**config.mk**
```make
export PLATFORM = sky130hd
export DESIGN_NAME = dual_port_sram
export DESIGN_NICKNAME = d
export VERILOG_FILES = /design/src/rtl/dual_port_sram_pkg.sv /design/src/rtl/dual_port_sram_checker.sv /design/src/rtl/dual_port_sram.sv
export SDC_FILE = /design/constraint.sdc
export NUM_CORES = 1
export LEC_CHECK = 0
export BUFFER_PORTS_ARGS = -buffer_cell sky130_fd_sc_hd__buf_2
export CORE_UTILIZATION = 62
export CTS_CLUSTER_SIZE = 8
export DETAILED_ROUTE_END_ITERATION = 7
export HOLD_SLACK_MARGIN = 0.15
export PLACE_DENSITY = 0.77
export SETUP_SLACK_MARGIN = 0.3
export SYNTH_ARGS = -nofsm -noshare
export SYNTH_HDL_FRONTEND = slang
export SYNTH_SLANG_ARGS = --single-unit
```
**constraint.sdc**
```tcl
create_clock -name clk -period 1.86 [get_ports clk]
set_input_delay 0 -clock clk [delete_from_list [all_inputs] [get_ports clk]]
set_output_delay 0 -clock clk [all_outputs]
set_load 0.02 [all_outputs]
```
**src/rtl/dual_port_sram_pkg.sv**
```systemverilog
// Shared constants and types for the true dual-port synchronous RAM.
// Collision handling is fixed: on a same-address write/write, port A's data is stored.
package dual_port_sram_pkg;

  localparam int DEFAULT_DATA_WIDTH = 8;
  localparam int DEFAULT_ADDR_WIDTH = 4;

  typedef enum logic [0:0] {
    PORT_A_WINS = 1'b0
  } collision_policy_e;

  localparam collision_policy_e COLLISION_POLICY = PORT_A_WINS;

  function automatic int unsigned depth_of(input int unsigned aw);
    return 32'd1 << aw;
  endfunction

endpackage

```
**src/rtl/dual_port_sram_checker.sv**
```systemverilog
// Protocol checker for same-address write/write collisions (non-fatal report).
// Compiled only when DUAL_PORT_SRAM_ASSERT_EN is defined.
`ifdef DUAL_PORT_SRAM_ASSERT_EN
module dual_port_sram_checker #(
  parameter int ADDR_WIDTH = 4
) (
  input logic                  clk,
  input logic                  rst,
  input logic                  we_a,
  input logic                  we_b,
  input logic [ADDR_WIDTH-1:0] addr_a,
  input logic [ADDR_WIDTH-1:0] addr_b
);

  // flag any edge where both ports write the same word
  always @(posedge clk) begin
    if (!rst) begin
      assert (!(we_a && we_b && (addr_a == addr_b)))
        else $error("dual_port_sram: write-write collision at %0t addr=%0h", $time, addr_a);
    end
  end

endmodule
`endif

```
**src/rtl/dual_port_sram.sv**
```systemverilog
// True dual-port synchronous RAM with write-first ports and port-A-wins collisions.
// Define DUAL_PORT_SRAM_ASSERT_EN to attach the write/write collision checker.
module dual_port_sram
  import dual_port_sram_pkg::*;
#(
  parameter int DATA_WIDTH = DEFAULT_DATA_WIDTH,
  parameter int ADDR_WIDTH = DEFAULT_ADDR_WIDTH
) (
  input  logic                  clk,
  input  logic                  rst,
  input  logic [ADDR_WIDTH-1:0] addr_a,
  input  logic [DATA_WIDTH-1:0] din_a,
  input  logic                  we_a,
  output logic [DATA_WIDTH-1:0] dout_a,
  input  logic [ADDR_WIDTH-1:0] addr_b,
  input  logic [DATA_WIDTH-1:0] din_b,
  input  logic                  we_b,
  output logic [DATA_WIDTH-1:0] dout_b
);

  localparam int unsigned DEPTH = depth_of(ADDR_WIDTH);

  logic [DATA_WIDTH-1:0] mem_r [DEPTH];
  logic [DATA_WIDTH-1:0] dout_a_r;
  logic [DATA_WIDTH-1:0] dout_b_r;

  // storage update; A is assigned last so it overrides B on a shared address
  always_ff @(posedge clk) begin
    if (!rst) begin
      if (we_b) begin
        mem_r[addr_b] <= din_b;
      end
      if (we_a) begin
        mem_r[addr_a] <= din_a;
      end
    end
  end

  // port A read/write-first output register
  always_ff @(posedge clk or posedge rst) begin
    if (rst) begin
      dout_a_r <= {DATA_WIDTH{1'b0}};
    end else if (we_a) begin
      dout_a_r <= din_a;
    end else begin
      dout_a_r <= mem_r[addr_a];
    end
  end

  // port B read/write-first output register
  always_ff @(posedge clk or posedge rst) begin
    if (rst) begin
      dout_b_r <= {DATA_WIDTH{1'b0}};
    end else if (we_b) begin
      dout_b_r <= din_b;
    end else begin
      dout_b_r <= mem_r[addr_b];
    end
  end

  assign dout_a = dout_a_r;
  assign dout_b = dout_b_r;

`ifdef DUAL_PORT_SRAM_ASSERT_EN
  dual_port_sram_checker #(
    .ADDR_WIDTH(ADDR_WIDTH)
  ) u_checker (
    .clk   (clk),
    .rst   (rst),
    .we_a  (we_a),
    .we_b  (we_b),
    .addr_a(addr_a),
    .addr_b(addr_b)
  );
`else
  // default build carries no collision checker
`endif

endmodule

```
==> impl_metrics.py, run 1 <==
metrics = {
    "status": {
        "outcome": "finished, final reports clean",
    },
    "floorplan": {
        "dieHeight_um": 117,
        "design.core.area_mm2": 0.0128,
        "effective_utilization_at_floorplan": 0.641,
        "rows": 41,
        "die_boundary_width_um": 117,
        "die_outline_area_mm2": 0.0137,
        "floorplan.io_pins": 44,
    },
    "yosys": {
        "post_synth_instance_area_mm2": 0.00819,
        "yosysSeqAreaShare": 0.518,
        "asyncSetResetFlopFracSynth": 0.111,
        "synthesis.nets": 691,
        "synth.avg_cell_area_um2": 12.4,
        "synth_top_flop_cell": "sky130_fd_sc_hd__edfxtp_1",
        "number_of_enable_type_register_cells_in_the_synthesized_netlist": 128,
        "synth_top_area_share": 0.469,
        "synth_top_cell_by_area": "sky130_fd_sc_hd__edfxtp_1",
        "ys_ff_latch": 144,
        "post_synth_num_cell_types": 40,
        "synthesis.instances": 663,
        "synthTopCellsByArea": "sky130_fd_sc_hd__edfxtp_1 (47%), sky130_fd_sc_hd__mux4_2 (9.1%), sky130_fd_sc_hd__mux2_2 (7.1%)",
        "yosys_warnings": 0,
    },
    "grt": {
        "number_of_global_route_vias_before_repair": 6231,
        "grt_antenna_before_repair": 0,
        "maximum_number_of_pins_on_one_net_before_global_route_repair": 26,
        "grt_first_pass_wirelength_um": 35100,
        "groute.usage.overall": 0.365,
        "overflow": 0,
    },
    "sta": {
        "timing.clock.skew_ns": 0.00671,
        "rsz0062_at_grt": "yes",
        "fmaxAchievable_mhz": 633,
        "timing.final.setup_violations": 0,
        "report.final.hold_viol_count": 0,
        "setup-tns-final_ns": 0,
        "min_period_over_period": 0.849,
        "tightest_slew_ns": 0.782,
        "period_needed_ns": 1.58,
        "max_slew_margin": 0.478,
        "slew_viol_final": 0,
        "final_worst_setup_slack_ns": 0.281,
    },
    "pwr": {
        "pwr-share-comb": 0.120,
        "power_frac_seq": 0.453,
        "power_report.internal_total_w": 0.00615,
        "power.share.clock": 0.427,
        "power.net_switching_w": 0.00199,
        "totalPowerFinal_w": 0.00815,
        "power_density_mw_per_mm2": 842,
        "vdd_ir_drop_max_v": 0.000612,
        "net_switching_share_of_the_total_power": 0.244,
        "power.leakage_nw": 3.60,
    },
    "route": {
        "detail_route.wirelength_um": 23300,
        "detail-route-antenna-nets": 0,
        "route.detailed.vias_per_inst": 6.75,
        "drt-initial-drc-count": 747,
        "drt_drc_violations_left": 0,
        "vias": 6265,
        "detail_route.first_pass.iterations": 6,
        "drt-wirelength-per-cell_um": 25.1,
    },
    "final_layout": {
        "count_of_nets_after_finishing": 771,
        "drive_gt1_frac": 0.317,
        "fillerInstances": 811,
        "area_delta_synth_final_pct": 18.1,
        "seq_area_mm2": 0.00424,
        "multi_input_comb_area_mm2": 0.00363,
        "antenna_cells_inserted": 0,
    },
    "cts": {
        "cts_max_level": 4,
        "cts_buffers": 17,
        "cts.path.max_buffers": 2,
        "clkSlewWorstSetupHoldPaths_ns": 0.06,
        "cts_root_buffer": "sky130_fd_sc_hd__clkbuf_16",
        "cts_tree": "yes",
        "clk-insertion-delay-late_ns": 0.43,
        "clkSinkCount": 144,
    },
    "setup_path": {
        "crit_path_max_incr_delay_ns": 0.50,
        "ff2ff_path_depth": 4,
        "critical_path_cell_count": 4,
        "worst-setup-path-type": "flop to flop",
        "timing.critical_path.max_delay_family": "multiplexers",
        "cp_cell_sequence": "mux4_2 > a22o_1 > nor4_2 > a21oi_1",
        "crit_arrival_ns": 1.89,
        "worst-endpoint-required_ns": 2.17,
        "critical_path.max_fanout": 2,
        "critical_path_startpoint_category": "flop",
        "critical-path-slowest-cell": "sky130_fd_sc_hd__mux4_2",
        "cp_num_buf_inv": 0,
        "cp-end-kind": "flop",
    },
    "flow_run": {
        "cap_viol_max_count": 0,
    },
    "placed_design": {
        "post-dp-hpwl_um": 16600,
        "preCtsSetupSlack_ns": 0.0936,
        "placement.io_buffers": 43,
        "gpl.final_weighted_congestion": 0.966,
    },
    "worst_hold_path": {
        "hold-path-cell-count": 2,
        "hold_class": "input pin to flop",
    },
}
[timing repair]
action                     4_1_cts  5_1_grt
hold buffers                    23        0
pin swaps                        8        4
setup buffers                    6        1
cloned                           0        0
resized for setup                6        5
setup endpoints to repair        7        7
hold endpoints to repair       144        0
[logic make-up after synthesis]
kind of cell           count (synthesis)  synth area share
buffers and inverters                 79            0.0438
and+or+nand+nor                      147            0.0849
DFF                                  144             0.518
AOI/OAI and AO/OA                    152             0.108
muxes                                141             0.245
[cell type report]
cell class,count,area share
clock buffers,18,0.0444
well taps,172,0.0223
multi-input cells,440,0.375
flip-flops and latches,144,0.439
clock inverters,14,0.0171
inverters,13,0.00505
repair buffers,127,0.0973
[registers in the layout, summed over array words and instances, names as in the netlist]
name,cells
dout_b,8
mem_r,128
dout_a,8
[routing by layer]
metal | track usage | up-vias | share of wire
met5 | 0 | - | 0
met3 | 0.0891 | 70 | 0.10
met4 | 0.164 | 0 | 0.033
met1 | 0.477 | 3056 | 0.38
met2 | 0.583 | 432 | 0.49
li1 | - | 2707 | -
[synthesized netlist by cell type (all sizes together), types with 2 or more instances]
cell type  count
buf           33
nor2           5
inv           13
mux2i         49
o21bai         6
o21ai         86
clkbuf        33
nand2b         4
or3b           2
edfxtp       128
a21oi         10
nand3b         5
mux2          52
a32oi          4
and4bb         2
o32ai          2
and3           4
nand2         95
dfrtp         16
a22oi          4
nor2b         11
a22o           6
and2           2
a211oi         9
nor4           6
mux4          40
o22ai         22
nand3          7
[final timing paths]
check	slack, ns	endpoint	start
hold reg to reg	0.76	dout_b[7]	mem_r[4][7]
max in group asynchronous	1.02	dout_b[5]	rst
setup reg to reg	0.28	dout_b[1]	mem_r[11][1]
hold / removal	0.18	mem_r[14][3]	din_a[3]
setup / recovery	0.28	dout_b[1]	mem_r[11][1]
min in group asynchronous	0.35	dout_b[0]	rst
[through the flow]
stage | instances | utilization | cell area, um^2 | hold slack, ns
after floorplan | 663 | - | 8210 | -0.0863
after global placement | 866 | 0.687 | 8780 | 0.221
after detailed placement | 866 | 0.687 | 8780 | 0.234
after CTS | 927 | 0.754 | 9630 | 0.152
after global routing | 928 | 0.757 | 9670 | 0.175
final | 928 | 0.757 | 9670 | 0.176
[power groups by stage]
stage	logic (W)	clock network [W]	registers, W
after CTS	0.000951	0.00349	0.00369
after floorplan	0.000560	0	0.00378
after global routing	0.00104	0.00361	0.00369
final	0.000978	0.00348	0.00369
after detailed placement	0.000901	0	0.00375
after global placement	0.000873	0	0.00375
[cell usage in the layout, fill, tap and decap left out, types with 4 or more instances in the layout]
master and instances:
sky130_fd_sc_hd__a211oi_1 8, sky130_fd_sc_hd__a21oi_1 10, sky130_fd_sc_hd__a22o_1 6, sky130_fd_sc_hd__a22oi_1 4, sky130_fd_sc_hd__a32oi_1 4, sky130_fd_sc_hd__and3_1 4, sky130_fd_sc_hd__buf_2 43, sky130_fd_sc_hd__buf_4 58
sky130_fd_sc_hd__clkbuf_16 17, sky130_fd_sc_hd__clkinvlp_4 4, sky130_fd_sc_hd__dfrtp_1 16, sky130_fd_sc_hd__dlygate4sd3_1 23, sky130_fd_sc_hd__edfxtp_1 128, sky130_fd_sc_hd__inv_1 13, sky130_fd_sc_hd__mux2_2 52, sky130_fd_sc_hd__mux2i_1 49
sky130_fd_sc_hd__mux4_2 38, sky130_fd_sc_hd__nand2_1 95, sky130_fd_sc_hd__nand2b_1 4, sky130_fd_sc_hd__nand3_1 7, sky130_fd_sc_hd__nand3b_1 5, sky130_fd_sc_hd__nor2_1 5, sky130_fd_sc_hd__nor2b_1 11, sky130_fd_sc_hd__nor4_2 5
sky130_fd_sc_hd__o21ai_0 81, sky130_fd_sc_hd__o21ai_1 5, sky130_fd_sc_hd__o21bai_2 4, sky130_fd_sc_hd__o22ai_1 22
Power figures use the tool's default switching activity.
==> run 2: changes to the inputs <==
Settings changed: ABC_AREA from default to 1, CORE_UTILIZATION 62 to 63.
Clock period 1.86 ns to 1.6 ns, I/O delays scaled along.
==> run 2 against run 1 <==
The flow now finishes with violations (design-rule violations). Setup slack better by 0.048 ns. Synthesized cell count up 88%. Wire length rose by 39%. Power increased by 18%. Utilization decreased by 0.63 points. Non-clock buffer count shrank 11. Final cell count is 60% higher. Sequential power rose by 16%. Clock skew barely moved.
==> impl_metrics.py, run 2 <==
metrics = {
    "cts": {
        "post_cts.repair.setup_buffers": 0,
        "clk-insertion-delay-late_ns": 0.43,
        "cts.path.max_buffers": 2,
        "cts_max_level": 4,
        "clkSinkCount": 144,
        "cts_tree": "yes",
        "cts_root_buffer": "sky130_fd_sc_hd__clkbuf_16",
        "clkSlewWorstSetupHoldPaths_ns": 0.06,
        "cts_buffers": 17,
    },
    "yosys": {
        "synth_commonest_cells": "sky130_fd_sc_hd__nand2_1 (640), sky130_fd_sc_hd__edfxtp_1 (128), sky130_fd_sc_hd__nor2_1 (97), sky130_fd_sc_hd__o21ai_1 (82), sky130_fd_sc_hd__nand3_1 (48)",
        "synthesized_area_fraction_occupied_by_ao_oa_aoi_and_oai_cells": 0.100,
        "synthesis.nets": 1274,
        "synthesis.instances": 1246,
        "asyncSetResetFlopFracSynth": 0.111,
        "synth_most_common_cell": "sky130_fd_sc_hd__nand2_1",
        "synth_top_area_share": 0.418,
        "yosysSeqAreaShare": 0.462,
        "synthTopCellsByArea": "sky130_fd_sc_hd__edfxtp_1 (42%), sky130_fd_sc_hd__nand2_1 (26%), sky130_fd_sc_hd__o21ai_1 (4.5%)",
        "yosys_warnings": 0,
        "post_synth_instance_area_mm2": 0.00919,
        "synthXorXnorAreaFrac": 0,
        "synth.avg_cell_area_um2": 7.38,
        "muxShareOfSynthArea": 0,
        "ys_ff_latch": 144,
        "number_of_enable_type_register_cells_in_the_synthesized_netlist": 128,
        "synth_top_flop_cell": "sky130_fd_sc_hd__edfxtp_1",
        "share_of_synthesized_cell_area_in_full_adder_half_adder_and_majority_cells": 0,
        "synth-simple-area-share": 0.364,
        "synth_top_cell_by_area": "sky130_fd_sc_hd__edfxtp_1",
        "synth_top_family_by_area": "simple AND/OR/NAND/NOR gates",
        "post_synth_num_cell_types": 24,
    },
    "sta": {
        "timing.clock.skew_ns": 0.00630,
        "setup-tns-final_ns": 0,
        "slew_viol_final": 0,
        "rsz0062_at_grt": "yes",
        "tightest_slew_ns": 1.14,
        "period_needed_ns": 1.27,
        "min_period_over_period": 0.794,
        "fmaxAchievable_mhz": 787,
        "report.final.hold_viol_count": 0,
        "max_slew_margin": 0.237,
        "timing.final.setup_violations": 0,
    },
    "status": {
        "failing_checks": "design-rule violations",
        "outcome": "finished, violations left",
    },
    "setup_path": {
        "worst-setup-path-type": "input pin to flop",
        "setup.worst_path.start": "rst",
        "regToRegStartpoint": "mem_r[11][5]",
        "critical_path_startpoint_category": "input pin",
        "cp-end-kind": "flop",
        "ff2ff_path_depth": 8,
        "cp_cell_sequence": "buf_2 > clkinvlp_4 > nand2_4 > o31ai_2",
        "worst-endpoint-required_ns": 1.65,
        "critical_path.max_fanout": 8,
        "critical-path-slowest-cell": "sky130_fd_sc_hd__o31ai_2",
        "crit_arrival_ns": 1.32,
        "crit_path_max_incr_delay_ns": 0.93,
    },
    "placed_design": {
        "gpl.final_weighted_congestion": 1.00,
        "placement.io_buffers": 43,
        "place_area_mm2": 0.00981,
        "post-dp-hpwl_um": 21200,
    },
    "route": {
        "routedLengthMet1_um": 11900,
        "route.detailed.vias_per_inst": 6.06,
        "met2_length_um": 14400,
        "routed.top_layer": "met4",
        "wl_met3_um": 4300,
        "drt-wirelength-per-cell_um": 21.7,
        "detail-route-antenna-nets": 0,
        "drt_drc_violations_left": 3,
        "drt-initial-drc-count": 1314,
        "detail_route.first_pass.iterations": 8,
        "detail_route.wirelength_um": 32400,
        "vias": 9028,
    },
    "final_layout": {
        "layout.cells.most_common": "sky130_fd_sc_hd__nand2_1",
        "area_delta_synth_final_pct": 14.7,
        "count_of_nets_after_finishing": 1324,
        "antenna_cells_inserted": 0,
        "largest-register": "mem_r",
        "finalInstanceArea_mm2": 0.0105,
        "final_core_utilization": 0.751,
        "largest_register_ff_count": 128,
        "drive_gt1_frac": 0.167,
        "mostFrequentLayoutCells": "sky130_fd_sc_hd__nand2_1 (637), sky130_fd_sc_hd__edfxtp_1 (128), sky130_fd_sc_hd__nor2_1 (96)",
    },
    "floorplan": {
        "floorplan.io_pins": 44,
        "rows": 43,
        "design.core.area_mm2": 0.0140,
        "die_outline_area_mm2": 0.0151,
        "effective_utilization_at_floorplan": 0.654,
        "die_boundary_width_um": 123,
        "dieHeight_um": 123,
    },
    "flow_run": {
        "cap_viol_max_count": 0,
    },
    "pwr": {
        "vdd_ir_drop_max_v": 0.000754,
        "power.leakage_nw": 5.02,
        "power_density_mw_per_mm2": 913,
    },
    "worst_hold_path": {
        "hold-path-cell-count": 6,
        "hold_class": "input pin to flop",
        "timing.hold.worst.start": "addr_a[3]",
    },
    "grt": {
        "groute.usage.overall": 0.449,
        "number_of_global_route_vias_before_repair": 8158,
        "maximum_number_of_pins_on_one_net_before_global_route_repair": 61,
        "grt_antenna_before_repair": 0,
        "overflow": 0,
        "grt_first_pass_wirelength_um": 47600,
    },
}
==> run 2: critical path, delay by kind of cell <==
kind / cells / cell delay [ns]
buffers and inverters: 2 / 0.30
and+or+nand+nor: 1 / 0.08
AOI/OAI and AO/OA: 1 / 0.93
==> run 2: layer usage <==
metal / track usage / up-vias
met5: 0 / -
met3: 0.121 / 150
met4: 0.233 / 0
met1: 0.594 / 4068
met2: 0.676 / 700
li1: - / 4110
==> run 2: layout make-up <==
cell class              instances  area [um^2]
multi-input cells             974         4490
repair buffers                116          858
well taps                     180          225
clock buffers                  18          429
flip-flops and latches        144         4240
clock inverters                14          119
inverters                      43          175
fillers                      1075         3500
==> run 2: timing repair <==
action	4_1_cts	5_1_grt
setup endpoints to repair	0	9
resized for setup	0	3
hold buffers	18	0
endpoints found under the hold margin	44	0
==> run 2: worst paths after layout <==
check / end / slack [ns]
min in group asynchronous: dout_b[1] / 0.34
max in group asynchronous: dout_a[2] / 1.06
worst min-delay path: dout_a[6] / 0.16
worst max register to register: dout_b[5] / 0.37
worst max-delay path: mem_r[12][5] / 0.33
worst min register to register: dout_a[1] / 0.77
==> run 2: through the flow <==
step | std cells | worst slack [ns] | hold WS, ns | total power, W
after floorplan | 1246 | 0.193 | -0.125 | 0.00533
after global placement | 1439 | 0.117 | 0.198 | 0.00579
after detailed placement | 1439 | 0.0292 | 0.212 | 0.00583
after CTS | 1489 | 0.390 | 0.151 | 0.00954
after global routing | 1489 | 0.279 | 0.204 | 0.00988
final | 1489 | 0.330 | 0.160 | 0.00963
==> run 2: where the power goes <==
part           internal, W  switching (W)
clock              0.00213        0.00164
sequential         0.00423      0.0000588
combinational     0.000463        0.00111
total              0.00682        0.00281
==> run 2: cells by family (layout without fill, tap and decap cells) <==
family | Yosys count | count (layout)
AND/OR/NAND/NOR | 822 | 822
AO/OA/AOI/OAI | 152 | 152
buffers and inverters | 128 | 191
flip-flops | 144 | 144
